### src/rtl/core85_pkg.sv
// core85_pkg: shared definitions for the 8085-style bus sequencer.
// Cycle codes, one-hot T-states, bit indices and status triplets.
package core85_pkg;

    // Machine-cycle type as delivered by the decoder.
    typedef enum logic [2:0] {
        CY_OF   = 3'd0,
        CY_MR   = 3'd1,
        CY_MW   = 3'd2,
        CY_IOR  = 3'd3,
        CY_IOW  = 3'd4,
        CY_INA  = 3'd5,
        CY_BI   = 3'd6,
        CY_HALT = 3'd7
    } cyc_t;

    // Bit positions of each T-state in the one-hot tstate bus.
    localparam int TSB_TR = 0;
    localparam int TSB_T1 = 1;
    localparam int TSB_T2 = 2;
    localparam int TSB_T3 = 3;
    localparam int TSB_T4 = 4;
    localparam int TSB_T5 = 5;
    localparam int TSB_T6 = 6;
    localparam int TSB_TH = 7;
    localparam int TSB_TW = 8;
    localparam int TSB_TT = 9;
    localparam int TSB_TI = 10;

    localparam int TS_W = 11;

    // One-hot encoding; the state register is the tstate output.
    typedef enum logic [TS_W-1:0] {
        TS_TR = 11'b000_0000_0001,
        TS_T1 = 11'b000_0000_0010,
        TS_T2 = 11'b000_0000_0100,
        TS_T3 = 11'b000_0000_1000,
        TS_T4 = 11'b000_0001_0000,
        TS_T5 = 11'b000_0010_0000,
        TS_T6 = 11'b000_0100_0000,
        TS_TH = 11'b000_1000_0000,
        TS_TW = 11'b001_0000_0000,
        TS_TT = 11'b010_0000_0000,
        TS_TI = 11'b100_0000_0000
    } tstate_t;

    // Status triplet {iom_, s1, s0} for each cycle type.
    function automatic logic [2:0] status_of(input cyc_t c);
        logic [2:0] s;
        unique case (c)
            CY_OF:   s = 3'b011;
            CY_MR:   s = 3'b010;
            CY_MW:   s = 3'b001;
            CY_IOR:  s = 3'b110;
            CY_IOW:  s = 3'b101;
            CY_INA:  s = 3'b111;
            CY_BI:   s = 3'b010;
            CY_HALT: s = 3'b000;
            default: s = 3'b000;
        endcase
        return s;
    endfunction

    // Cycles that pull rd_ low and sample the data bus.
    function automatic logic is_rd(input cyc_t c);
        return (c == CY_OF) || (c == CY_MR) || (c == CY_IOR);
    endfunction

    // Cycles that drive data and pull wr_ low.
    function automatic logic is_wr(input cyc_t c);
        return (c == CY_MW) || (c == CY_IOW);
    endfunction

endpackage

### src/rtl/bcs_wait_counter.sv
// bcs_wait_counter: per-cycle internal wait-state counter.
// Loads desc_wait + AUTO_WAIT (saturating), counts down in TW.
module bcs_wait_counter #(
    parameter int WCNT_W    = 3,
    parameter int AUTO_WAIT = 0
) (
    input  logic              clk_,
    input  logic              rst_,
    input  logic              i_load,
    input  logic [WCNT_W-1:0] i_wait,
    input  logic              i_dec,
    output logic              o_zero,
    output logic              o_last
);

    localparam logic [WCNT_W-1:0] AW = WCNT_W'(AUTO_WAIT);
    localparam logic [WCNT_W-1:0] ONE = WCNT_W'(1);

    logic [WCNT_W-1:0] r_cnt;
    logic [WCNT_W:0]   w_sum;
    logic [WCNT_W-1:0] w_ld;

    // Saturating load value: all-ones when the sum overflows.
    always_comb begin
        w_sum = {1'b0, i_wait} + {1'b0, AW};
        w_ld  = w_sum[WCNT_W] ? '1 : w_sum[WCNT_W-1:0];
    end

    // Load on descriptor accept, otherwise decrement toward zero.
    always_ff @(posedge clk_ or posedge rst_) begin
        if (rst_) begin
            r_cnt <= '0;
        end else if (i_load) begin
            r_cnt <= w_ld;
        end else if (i_dec && !o_zero) begin
            r_cnt <= r_cnt - ONE;
        end
    end

    // o_last: this TW clock uses up the final programmed wait.
    assign o_zero = (r_cnt == '0);
    assign o_last = o_zero || (r_cnt == ONE);

endmodule

### src/rtl/bus_cycle_sequencer.sv
// bus_cycle_sequencer: 8085-style T-state sequencer, one machine
// cycle per accepted descriptor, with waits, HOLD and halt exit.
module bus_cycle_sequencer
    import core85_pkg::*;
#(
    parameter int WCNT_W     = 3,
    parameter int AUTO_WAIT  = 0,
    parameter int OF_LONG_EN = 1
) (
    input  logic              clk_,
    input  logic              rst_,
    input  logic              desc_valid,
    output logic              desc_ready,
    input  logic [2:0]        desc_type,
    input  logic              desc_long,
    input  logic [WCNT_W-1:0] desc_wait,
    input  logic              ready,
    input  logic              hold,
    input  logic              intr_req,
    output logic              hlda,
    output logic              ale,
    output logic              rd_,
    output logic              wr_,
    output logic              inta_,
    output logic              iom_,
    output logic              s1,
    output logic              s0,
    output logic              addr_oe,
    output logic              data_oe,
    output logic              ctl_oe,
    output logic [10:0]       tstate,
    output logic              rd_strobe,
    output logic              cyc_done
);

    tstate_t r_state;
    tstate_t w_nxt;
    cyc_t    r_type;
    logic    r_long;
    logic    r_halted;

    logic    w_bnd;
    logic    w_accept;
    logic    w_set_halt;
    logic    w_clr_halt;
    logic    w_dec;
    logic    w_zero;
    logic    w_last;
    logic    w_long;
    logic    w_rd;
    logic    w_wr;
    logic [2:0] w_stat;

    assign w_long = r_long && (OF_LONG_EN != 0);
    assign w_rd   = is_rd(r_type);
    assign w_wr   = is_wr(r_type);
    assign w_stat = status_of(r_type);

    // Ready only where T1 may follow; reset forces it low.
    assign desc_ready = w_bnd && !hold && !rst_;
    assign w_accept   = desc_ready && desc_valid;

    assign tstate = r_state;

    bcs_wait_counter #(
        .WCNT_W    (WCNT_W),
        .AUTO_WAIT (AUTO_WAIT)
    ) u_wcnt (
        .clk_   (clk_),
        .rst_   (rst_),
        .i_load (w_accept),
        .i_wait (desc_wait),
        .i_dec  (w_dec),
        .o_zero (w_zero),
        .o_last (w_last)
    );

    // State register; async reset returns to TR and floats the bus.
    always_ff @(posedge clk_ or posedge rst_) begin
        if (rst_) begin
            r_state <= TS_TR;
        end else begin
            r_state <= w_nxt;
        end
    end

    // Descriptor latch and halted flag.
    always_ff @(posedge clk_ or posedge rst_) begin
        if (rst_) begin
            r_type   <= CY_OF;
            r_long   <= 1'b0;
            r_halted <= 1'b0;
        end else begin
            if (w_accept) begin
                r_type <= cyc_t'(desc_type);
                r_long <= desc_long;
            end
            if (w_set_halt) begin
                r_halted <= 1'b1;
            end else if (w_clr_halt) begin
                r_halted <= 1'b0;
            end
        end
    end

    // Next-state and per-T-state bus outputs.
    always_comb begin
        w_nxt      = r_state;
        w_bnd      = 1'b0;
        w_set_halt = 1'b0;
        w_clr_halt = 1'b0;
        w_dec      = 1'b0;
        hlda       = 1'b0;
        ale        = 1'b0;
        rd_        = 1'b1;
        wr_        = 1'b1;
        inta_      = 1'b1;
        iom_       = 1'b0;
        s1         = 1'b0;
        s0         = 1'b0;
        addr_oe    = 1'b0;
        data_oe    = 1'b0;
        ctl_oe     = 1'b0;
        rd_strobe  = 1'b0;
        cyc_done   = 1'b0;

        unique case (r_state)
            TS_TR: begin
                w_bnd = 1'b1;
            end
            TS_TI: begin
                ctl_oe = 1'b1;
                w_bnd  = 1'b1;
            end
            TS_T1: begin
                ale = (r_type != CY_BI) && (r_type != CY_HALT);
                {iom_, s1, s0} = w_stat;
                addr_oe = 1'b1;
                ctl_oe  = 1'b1;
                if (r_type == CY_HALT) begin
                    w_nxt      = TS_TT;
                    w_set_halt = 1'b1;
                end else begin
                    w_nxt = TS_T2;
                end
            end
            TS_T2: begin
                {iom_, s1, s0} = w_stat;
                addr_oe = 1'b1;
                ctl_oe  = 1'b1;
                data_oe = w_wr;
                rd_     = !w_rd;
                wr_     = !w_wr;
                inta_   = (r_type != CY_INA);
                if (!w_zero || (!ready && r_type != CY_BI)) begin
                    w_nxt = TS_TW;
                end else begin
                    w_nxt = TS_T3;
                end
            end
            TS_TW: begin
                {iom_, s1, s0} = w_stat;
                addr_oe = 1'b1;
                ctl_oe  = 1'b1;
                data_oe = w_wr;
                rd_     = !w_rd;
                wr_     = !w_wr;
                inta_   = (r_type != CY_INA);
                w_dec   = 1'b1;
                if (w_last && (ready || r_type == CY_BI)) begin
                    w_nxt = TS_T3;
                end
            end
            TS_T3: begin
                {iom_, s1, s0} = w_stat;
                addr_oe   = 1'b1;
                ctl_oe    = 1'b1;
                data_oe   = w_wr;
                rd_       = !w_rd;
                wr_       = !w_wr;
                inta_     = (r_type != CY_INA);
                rd_strobe = w_rd || (r_type == CY_INA);
                if (r_type == CY_OF) begin
                    w_nxt = TS_T4;
                end else begin
                    cyc_done = 1'b1;
                    w_bnd    = 1'b1;
                end
            end
            TS_T4: begin
                {iom_, s1, s0} = 3'b011;
                ctl_oe = 1'b1;
                if (w_long) begin
                    w_nxt = TS_T5;
                end else begin
                    cyc_done = 1'b1;
                    w_bnd    = 1'b1;
                end
            end
            TS_T5: begin
                {iom_, s1, s0} = 3'b011;
                ctl_oe = 1'b1;
                w_nxt  = TS_T6;
            end
            TS_T6: begin
                {iom_, s1, s0} = 3'b011;
                ctl_oe   = 1'b1;
                cyc_done = 1'b1;
                w_bnd    = 1'b1;
            end
            TS_TH: begin
                hlda = 1'b1;
                if (!hold) begin
                    if (r_halted) begin
                        w_nxt = TS_TT;
                    end else begin
                        w_bnd = 1'b1;
                    end
                end
            end
            TS_TT: begin
                if (hold) begin
                    w_nxt = TS_TH;
                end else if (intr_req) begin
                    w_clr_halt = 1'b1;
                    w_bnd      = 1'b1;
                end
            end
            default: begin
                w_nxt = TS_TR;
            end
        endcase

        // Cycle boundary: HOLD first, then a new cycle, else idle.
        if (w_bnd) begin
            if (hold) begin
                w_nxt = TS_TH;
            end else if (desc_valid) begin
                w_nxt = TS_T1;
            end else begin
                w_nxt = TS_TI;
            end
        end
    end

endmodule

### config.mk
export PLATFORM = sky130hd
export DESIGN_NAME = bus_cycle_sequencer
export DESIGN_NICKNAME = d
export VERILOG_FILES = /design/src/rtl/core85_pkg.sv /design/src/rtl/bcs_wait_counter.sv /design/src/rtl/bus_cycle_sequencer.sv
export SDC_FILE = /design/constraint.sdc
export NUM_CORES = 1
export LEC_CHECK = 0
export ABC_AREA = 1
export CAP_MARGIN = 15
export CORE_MARGIN = 2
export CORE_UTILIZATION = 36
export DETAILED_ROUTE_END_ITERATION = 12
export PLACE_DENSITY = 0.63
export SLEW_MARGIN = 20
export SYNTH_ARGS = -nofsm -noshare
export SYNTH_HDL_FRONTEND = slang
export SYNTH_SLANG_ARGS = --single-unit
### constraint.sdc
create_clock -name clk_ -period 2.49 [get_ports clk_]
set_clock_uncertainty 0.05 [all_clocks]
set_input_delay 0.747 -clock clk_ [delete_from_list [all_inputs] [get_ports clk_]]
set_output_delay 0.747 -clock clk_ [all_outputs]
set_load 0.05 [all_outputs]
==> flow_metrics.py, run 1 <==
metrics = {
    "finish": {
        "drive_above_1_share_pct": 50.00,
        "design_area_sq_mm": 0.002582,
        "instances_no_fill": 322,
        "final_nets": 294,
        "n_antenna_cell": 0,
        "area_growth_pct": 76.56,
    },
    "global_routing": {
        "grt_pass1_vias": 1413,
        "overflow": 0,
        "grt_max_degree": 14,
        "antenna_found_initial": 0,
        "grt_usage_pct": 17.83,
        "grt_pass1_wl_um": 6161,
    },
    "sta": {
        "fin_hold_ws_ns": 0.4674,
        "tns_ns": -1.279,
        "final_max_slew_viol_count": 0,
        "worst_pin_slew_ns": 0.4945,
        "fin_crit_ns": 2.662,
        "finalCritPeriodShare_pct": 106.9,
        "slew_headroom_pct": 66.93,
        "fin_ws_ns": -0.1722,
        "fmax_mhz": 375.6,
        "hold_viol": 0,
        "rsz0062_at_grt": "yes",
        "setup_viol": 11,
    },
    "clock_network": {
        "cts_tree": "built",
        "root_buffer": "clkbuf_8",
        "clockBufferDepth": 2,
        "clk_pin_slew_ns": 0.08,
        "insertion_delay_ns": 0.25,
        "numCtsBuffers": 3,
        "cts.sinks": 19,
        "cts.htree.levels": 1,
        "holdBufCountCts": 0,
    },
    "power_and_ir_drop": {
        "clkPwrFrac_pct": 10.2,
        "p_switching_w": 0.001056,
        "leakage_nw": 1.217,
        "p_total_w": 0.002141,
        "power.density_mw_per_mm2": 828.9,
        "comb_power_share_pct": 67.3,
        "pwr-share-seq_pct": 22.5,
        "p_int_w": 0.001084,
        "ir_drop_mv": 0.5062,
        "switching_share_pct": 49.34,
    },
    "synth": {
        "syn_area_sq_mm": 0.001463,
        "ys_ff_latch": 19,
        "avgSynthCellArea_sq_um": 7.425,
        "yosys_most_used_dff": "dfrtp_1",
        "async_flop_share_pct": 100.0,
        "synth.net_count": 218,
        "ys_seq_area_share_pct": 32.59,
        "syn-instance-count": 197,
        "yosysWarningCount": 0,
        "synth_cell_types": 28,
        "synth-edff-count": 0,
    },
    "floorplanning": {
        "die_area_sq_mm": 0.004589,
        "rows": 23,
        "die_w_um": 67.74,
        "ios": 38,
        "core_area_sq_mm": 0.003943,
        "start_util_pct": 37.10,
        "die_y_um": 67.74,
    },
    "detailed_routing": {
        "routed-via-count": 1515,
        "first_iter_violations": 22,
        "drtAntennaViolNets": 0,
        "routedWlPerCell_um": 12.24,
        "drt_pass1_iterations": 4,
        "drc": 0,
        "routed_wl_um": 3940,
        "viasPerCell": 4.705,
    },
    "status": {
        "violations": "negative setup slack",
        "outcome": "finished with violations",
    },
    "worst_setup_path": {
        "path_max_fanout": 3,
        "crit_required_ns": 1.69,
        "worst_setup_path_start_kind": "flip-flop",
        "endpoint_kind": "output port",
        "crit_type": "flip-flop to output port",
        "worstPathArrival_ns": 1.87,
    },
    "placement": {
        "place_congestion": 0.9163,
        "place_area_sq_mm": 0.002336,
        "dp_hpwl_um": 3114,
        "post-place-cells": 305,
        "portBuffers": 37,
    },
    "job": {
        "drv_cap": 0,
    },
    "hold_path": {
        "hold_path_class": "flip-flop to flip-flop",
    },
}
## cell families (layout without fill, tap and decap cells)
family	after synthesis	count (layout)	share of synthesized area, %
xor+xnor	2	2	1.198
fa+ha+maj	8	8	6.844
simple gates	107	107	39.78
flops	19	19	32.59
compound gates	22	22	8.982
buf+inv	39	114	10.61
## sequential cells by signal, summed over array words and instances, names as in the netlist
| signal | flops |
|---|---|
| tstate | 11 |
| r_type | 3 |
| r_long | 1 |
| r_halted | 1 |
| u_wcnt.r_cnt | 3 |
## stage by stage
stage | utilization, % | setup WS, ns
5_1_grt | 65.50 | -0.2883
2_1_floorplan | - | -0.1767
3_3_place_gp | 59.25 | -0.2581
4_1_cts | 62.30 | -0.1878
3_5_place_dp | 59.25 | -0.2792
6_report | 65.50 | -0.1722
## synth_stat cells (2+ instances only)
| cell | number | share of area, % |
|---|---|---|
| a21oi_1 | 8 | 2.7 |
| a21oi_2 | 5 | 3.0 |
| dfrtp_1 | 18 | 31 |
| ha_1 | 8 | 6.8 |
| inv_1 | 32 | 8.2 |
| inv_2 | 4 | 1.0 |
| nand2_1 | 36 | 9.2 |
| nand2_2 | 4 | 1.7 |
| nand2_4 | 2 | 1.5 |
| nand3_1 | 13 | 4.4 |
| nand3_2 | 3 | 2.1 |
| nand4_1 | 5 | 2.1 |
| nor2_1 | 19 | 4.9 |
| nor2_2 | 11 | 4.7 |
| nor2_4 | 4 | 3.1 |
| nor3_1 | 5 | 1.7 |
| nor4_2 | 2 | 1.7 |
| o21ai_0 | 3 | 1.0 |
| o21ai_1 | 5 | 1.7 |
| xor2_1 | 2 | 1.2 |
## placed cells by master (no fill, tap or decap), types with 9 or more instances in the layout
cell type | netlist | layout
nor2_2 | 11 | 12
nor2_1 | 19 | 13
dfrtp_2 | 0 | 10
inv_1 | 32 | 25
nand3_1 | 13 | 10
buf_4 | 0 | 35
nor2_4 | 4 | 9
clkdlybuf4s50_1 | 0 | 20
nand2_1 | 36 | 27
buf_12 | 0 | 15
## layer usage
metal / vias to the layer above / wire (um) / global-route usage [%] / share of wire, %
li1: 774 / - / - / -
met1: 695 / 1711 / 23.43 / 43
met2: 38 / 1953 / 30.27 / 50
met3: 8 / 203 / 3.500 / 5.2
met4: 0 / 72 / 3.571 / 1.8
met5: - / 0 / 0 / 0
## power groups by stage
stage	clock [W]	combinational, W	sequential [W]
global placement	0	0.00130	0.000493
floorplan	0	0.000773	0.000587
global route	0.000241	0.00156	0.000494
detailed placement	0	0.00131	0.000496
CTS	0.000225	0.00136	0.000482
finish	0.000218	0.00144	0.000482
## worst paths after layout
check                      cells after the start  slack [ns]                           to                         from
setup reg to reg                              13        0.52        r_type[1]$_DFFE_PP0P_        tstate[5]$_DFFE_PP0P_
hold / removal                                 2        0.47  u_wcnt.r_cnt[1]$_DFFE_PP0P_  u_wcnt.r_cnt[1]$_DFFE_PP0P_
hold reg to reg                                2        0.47  u_wcnt.r_cnt[1]$_DFFE_PP0P_  u_wcnt.r_cnt[1]$_DFFE_PP0P_
min in group asynchronous                      3        0.89           r_long$_DFFE_PP0P_                         rst_
max in group asynchronous                      3        1.23        tstate[0]$_DFFE_PP1P_                         rst_
setup / recovery                              10       -0.17                           s0        tstate[5]$_DFFE_PP0P_
## layout make-up
class                      instances  area (sq um)
clock buffer                       3         41.29
timing repair buffer              73         794.5
clock inverter                     1         5.005
sequential                        19         493.0
multi-input combinational        139          1039
tap                               50         62.56
inverter                          37         147.6
fill                             343          1360
## repair_timing
item	in CTS	in global routing
resized for setup	11	20
pin swaps	9	11
buffers inserted	8	7
endpoints found under the setup margin	12	12
## critical path, cell delays in order, from the launching register on
cell and delay, ns:
dfrtp_2 0.43, nor2_4 0.14, nand2_4 0.08, nor2_4 0.10
inv_2 0.07, nor4_4 0.19, nor2_2 0.10, nand2_4 0.10
o21ai_4 0.08, o21ai_4 0.17, buf_12 0.15
(Power assumes the default switching activity.)
==> run 2: changes to the inputs <==
CORE_MARGIN = 4   (was 2)
==> flow_metrics.py, run 2 (synthesis results as in run 1) <==
metrics = {
    "status": {
        "outcome": "finished with violations",
        "violations": "negative setup slack",
    },
    "clock_network": {
        "cts.htree.levels": 1,
        "root_buffer": "clkbuf_8",
        "cts_tree": "built",
        "holdBufCountCts": 0,
        "cts.sinks": 19,
        "clk_pin_slew_ns": 0.08,
        "insertion_delay_ns": 0.26,
        "clockBufferDepth": 2,
        "numCtsBuffers": 3,
    },
    "job": {
        "drv_cap": 0,
    },
    "power_and_ir_drop": {
        "p_switching_w": 0.001056,
        "leakage_nw": 1.167,
        "pwr-share-seq_pct": 22.3,
        "p_int_w": 0.001090,
        "clkPwrFrac_pct": 10.4,
        "power.density_mw_per_mm2": 855.2,
        "p_total_w": 0.002145,
        "ir_drop_mv": 0.5410,
        "comb_power_share_pct": 67.2,
        "switching_share_pct": 49.21,
    },
    "worst_setup_path": {
        "path_common_cell": "nand2_8",
        "endpoint_kind": "output port",
        "startpoint": "tstate[9]$_DFFE_PP0P_",
        "path_max_fanout": 3,
        "worst_setup_path_start_kind": "flip-flop",
        "path_cells": "nor2_2 -> nand2_2 -> nor2_4 -> inv_2 -> nor4_4 -> buf_4 -> inv_4 -> nand2_8 -> nand2_8 -> clkinvlp_4 -> buf_12",
        "crit_type": "flip-flop to output port",
        "slowest_delay_ns": 0.42,
        "worst_path_max_delay_cell": "dfrtp_2",
        "r2r_start": "tstate[0]$_DFFE_PP1P_",
        "worstPathArrival_ns": 1.88,
        "crit_required_ns": 1.69,
    },
    "finish": {
        "final_common_cell": "buf_4",
        "layout_common_cells": "buf_4, inv_1, nand2_1, clkdlybuf4s50_1, buf_12",
        "drive_above_1_share_pct": 47.73,
        "fillers": 331,
        "area_growth_pct": 71.51,
        "largest_reg_flops": 11,
        "design_area_sq_mm": 0.002509,
        "final_nets": 286,
        "n_antenna_cell": 0,
    },
    "floorplanning": {
        "die_w_um": 71.74,
        "die_area_sq_mm": 0.005147,
        "rows": 22,
        "start_util_pct": 38.50,
        "core_area_sq_mm": 0.003799,
        "ios": 38,
        "die_y_um": 71.74,
    },
    "placement": {
        "portBuffers": 37,
        "place_ws_ns": -0.3003,
        "dp_hpwl_um": 3195,
        "place_area_sq_mm": 0.002301,
        "place_congestion": 0.8893,
    },
    "global_routing": {
        "use_met3_pct": 2.384,
        "grt_max_degree": 18,
        "top_usage_layer": "met2",
        "grt_pass1_vias": 1451,
        "use_met2_pct": 25.82,
        "met1_usage_pct": 21.16,
        "overflow": 0,
        "grt_pass1_wl_um": 6430,
        "grt_usage_pct": 15.63,
        "antenna_found_initial": 0,
    },
    "sta": {
        "rsz0062_at_grt": "yes",
        "setup_viol": 11,
        "fin_ws_ns": -0.1830,
        "hold_viol": 0,
        "finalCritPeriodShare_pct": 107.4,
        "final_max_slew_viol_count": 0,
        "fmax_mhz": 374.1,
        "fin_crit_ns": 2.673,
        "fin_hold_ws_ns": 0.4600,
        "worst_pin_slew_ns": 0.4968,
        "slew_headroom_pct": 66.78,
    },
    "detailed_routing": {
        "first_iter_violations": 60,
        "drc": 0,
        "routed_wl_um": 3877,
        "routed-via-count": 1494,
        "viasPerCell": 4.788,
        "drtAntennaViolNets": 0,
        "drt_pass1_iterations": 4,
        "routedWlPerCell_um": 12.43,
    },
    "hold_path": {
        "hold_path_class": "flip-flop to flip-flop",
        "hp-start": "u_wcnt.r_cnt[1]$_DFFE_PP0P_",
    },
}
run 2: cell types whose count changed in the layout (fill, tap and decap cells not counted), sizes merged:
cell / delta
buf: -9
clkbuf: +1
clkdlybuf4s50: +1
clkinv: -1
run 2: path summary, 6_finish.rpt:
kind                                          endpoint  slack [ns]  cells after the start
hold / removal             u_wcnt.r_cnt[1]$_DFFE_PP0P_        0.46                      2
setup reg to reg                 r_type[0]$_DFFE_PP0P_        0.43                     11
min in group asynchronous  u_wcnt.r_cnt[1]$_DFFE_PP0P_        0.75                      2
hold reg to reg            u_wcnt.r_cnt[1]$_DFFE_PP0P_        0.46                      2
max in group asynchronous        tstate[0]$_DFFE_PP1P_        1.08                      3
setup / recovery                               data_oe       -0.18                     11
run 2: timing repair:
action,4_1_cts,5_1_grt
endpoints found under the setup margin,12,12
pin swaps,6,13
buffers inserted,7,3
endpoints found under the hold margin,0,0
resized for setup,16,16
run 2: final cells by class:
cell class	instances	area, sq um	area share, %
flip-flops and latches	19	493.0	19.65
clock buffers	4	45.04	1.796
inverters	37	147.6	5.885
multi-input cells	139	1035	41.25
repair buffers	65	728.2	29.03
well taps	48	60.06	2.394
run 2: per-layer routing:
layer  vias to the layer above  wire length [um]  share of wire, %
met5                         -                 0                 0
met4                         0                45               1.2
met3                         7               186               4.8
met2                        33              1880                48
met1                       697              1764                45
li1                        757                 -                 -
run 2: power groups by stage:
| stage | clock [W] | sequential, W | combinational, W |
|---|---|---|---|
| detailed placement | 0 | 0.000496 | 0.00130 |
| floorplan | 0 | 0.000587 | 0.000773 |
| global placement | 0 | 0.000493 | 0.00128 |
| finish | 0.000223 | 0.000479 | 0.00144 |
| CTS | 0.000230 | 0.000481 | 0.00138 |
| global route | 0.000239 | 0.000493 | 0.00158 |
run 2: through the flow:
| step | setup TNS (ns) | utilization (%) | std cells |
|---|---|---|---|
| after CTS | -1.515 | 64.16 | 310 |
| after floorplan | -0.4575 | - | 197 |
| after global routing | -2.498 | 66.04 | 312 |
| final | -1.410 | 66.04 | 312 |
| after global placement | -0.2607 | 60.57 | 300 |
| after detailed placement | -0.3003 | 60.57 | 300 |
run 2: critical path: cells and delay by family, from the launching register on:
family	cells	cell delay, ns
AND/OR/NAND/NOR	6	0.67
buffers and inverters	5	0.53
flip-flops	1	0.42
==> run 3: changes to the inputs <==
CORE_UTILIZATION = 49   (was 36)
PLACE_DENSITY = 0.81   (was 0.63)
==> flow_metrics.py, run 3 (synthesis results as in run 1) <==
metrics = {
    "status": {
        "outcome": "finished with violations",
        "violations": "negative setup slack",
    },
    "detailed_routing": {
        "routed-via-count": 1825,
        "drt_pass1_iterations": 4,
        "first_iter_violations": 123,
        "drc": 0,
        "viasPerCell": 5.984,
        "routedWlPerCell_um": 20.40,
        "routed_wl_um": 6222,
        "drtAntennaViolNets": 0,
    },
    "hold_path": {
        "whs_path_depth": 2,
        "hold_path_class": "flip-flop to flip-flop",
        "hold_path_end": "u_wcnt.r_cnt[1]$_DFFE_PP0P_",
        "hp-start": "u_wcnt.r_cnt[1]$_DFFE_PP0P_",
    },
    "sta": {
        "fin_crit_ns": 2.902,
        "final_max_slew_viol_count": 0,
        "fmax_mhz": 344.6,
        "finalCritPeriodShare_pct": 116.5,
        "fin_hold_ws_ns": 0.5228,
        "hold_viol": 0,
        "fin_ws_ns": -0.4121,
        "slew_headroom_pct": 64.80,
        "rsz0062_at_grt": "yes",
        "setup_viol": 14,
        "worst_pin_slew_ns": 0.5264,
    },
    "worst_setup_path": {
        "slowest_delay_ns": 0.47,
        "path_cells": "nor2_2 -> nand2_4 -> nor2_4 -> nand2_2 -> nand2_2 -> inv_4 -> nand2_4 -> o21ai_4 -> a21oi_4 -> buf_12",
        "worst_setup_path_start_kind": "flip-flop",
        "worstRegToRegCells": 12,
        "r2r_start": "tstate[3]$_DFFE_PP0P_",
        "endpoint_kind": "output port",
        "crit_type": "flip-flop to output port",
        "r2r_slack_ns": 0.24,
        "worst_path_max_delay_cell": "dfrtp_2",
        "worstPathArrival_ns": 2.11,
        "path_max_fanout": 4,
        "r2r-end": "r_type[1]$_DFFE_PP0P_",
        "crit_required_ns": 1.69,
    },
    "placement": {
        "portBuffers": 37,
        "dp_hpwl_um": 3375,
        "place_congestion": 0.9370,
        "post-place-cells": 282,
    },
    "clock_network": {
        "cts_tree": "built",
        "numCtsBuffers": 3,
        "cts.htree.levels": 1,
        "cts.sinks": 19,
        "clk_pin_slew_ns": 0.13,
        "root_buffer": "clkbuf_4",
        "clockBufferDepth": 2,
        "insertion_delay_ns": 0.32,
        "holdBufCountCts": 0,
    },
    "global_routing": {
        "antenna_found_initial": 0,
        "grt_pass1_wl_um": 7486,
        "grt_usage_pct": 23.74,
        "use_met2_pct": 44.87,
        "met1_usage_pct": 27.61,
        "grt_pass1_vias": 1623,
        "overflow": 0,
        "use_met3_pct": 3.957,
        "grt_max_degree": 17,
        "top_usage_layer": "met2",
    },
    "floorplanning": {
        "start_util_pct": 52.14,
        "ios": 38,
        "core_area_sq_mm": 0.002805,
        "die_w_um": 62.64,
        "rows": 19,
        "die_area_sq_mm": 0.003923,
        "die_y_um": 62.64,
    },
    "power_and_ir_drop": {
        "switching_share_pct": 53.63,
        "leakage_nw": 1.268,
        "comb_power_share_pct": 69.5,
        "p_int_w": 0.001069,
        "p_switching_w": 0.001236,
        "clkPwrFrac_pct": 7.7,
        "pwr-share-seq_pct": 22.8,
        "power.density_mw_per_mm2": 877.0,
        "ir_drop_mv": 0.6251,
    },
    "finish": {
        "drive_above_1_share_pct": 53.65,
        "largest_reg_flops": 11,
        "final_common_cell": "buf_4",
        "final_nets": 296,
        "fin_util_pct": 93.71,
        "area_growth_pct": 79.73,
        "instances_no_fill": 305,
        "layout_common_cells": "buf_4, inv_1, nand2_1, clkdlybuf4s50_1",
        "n_antenna_cell": 0,
    },
    "job": {
        "drv_cap": 0,
    },
}
run 3: stage by stage:
stage / worst slack [ns] / setup TNS (ns) / area, sq um / total power (W)
3_5_place_dp: -0.3269 / -0.3459 / 2272 / 0.001801
3_3_place_gp: -0.2424 / -0.2424 / 2272 / 0.001752
6_report: -0.4121 / -4.296 / 2629 / 0.002305
2_1_floorplan: -0.1767 / -0.4575 / 1599 / 0.001360
4_1_cts: -0.3331 / -3.152 / 2426 / 0.002048
5_1_grt: -0.5045 / -5.281 / 2629 / 0.002406
run 3: worst max-delay path by stage:
stage,from,endpoint,slack (ns),cells after the start
floorplan,tstate[8]$_DFFE_PP0P_,s0,-0.18,9
global placement,hold,desc_ready,-0.24,9
detailed placement,hold,desc_ready,-0.33,9
CTS,tstate[7]$_DFFE_PP0P_,data_oe,-0.33,10
global route,tstate[0]$_DFFE_PP1P_,s1,-0.50,10
finish,tstate[3]$_DFFE_PP0P_,iom_,-0.41,10
run 3: routing by layer:
layer  part of all wire, %  vias up
met2                    51      149
li1                      -      777
met3                   7.6       30
met1                    38      869
met5                     0        -
met4                   3.5        0
run 3: layout make-up:
type | count | area [sq um]
Multi-Input combinational cell | 139 | 1100
Timing Repair Buffer | 75 | 818.3
Sequential cell | 19 | 494.2
Fill cell | 91 | 176.4
Inverter | 37 | 150.1
Tap cell | 31 | 38.79
Clock buffer | 3 | 22.52
Clock inverter | 1 | 5.005
run 3: power groups by stage:
stage               combinational (W)  clock, W  sequential, W
floorplan                    0.000773         0       0.000587
global placement              0.00125         0       0.000501
detailed placement            0.00129         0       0.000510
CTS                           0.00137  0.000167       0.000508
global route                  0.00168  0.000190       0.000531
finish                        0.00160  0.000178       0.000525
run 3: repair_timing:
item | in CTS | in global routing
setup buffers | 11 | 10
pin swaps | 11 | 21
endpoints found under the setup margin | 12 | 16
gates resized for setup | 17 | 38
run 3: worst max-delay path, delay by kind of cell (launching register included):
kind,cells,cell delay [ns]
simple gates,6,0.85
flops,1,0.47
compound gates,2,0.24
buf+inv,2,0.22
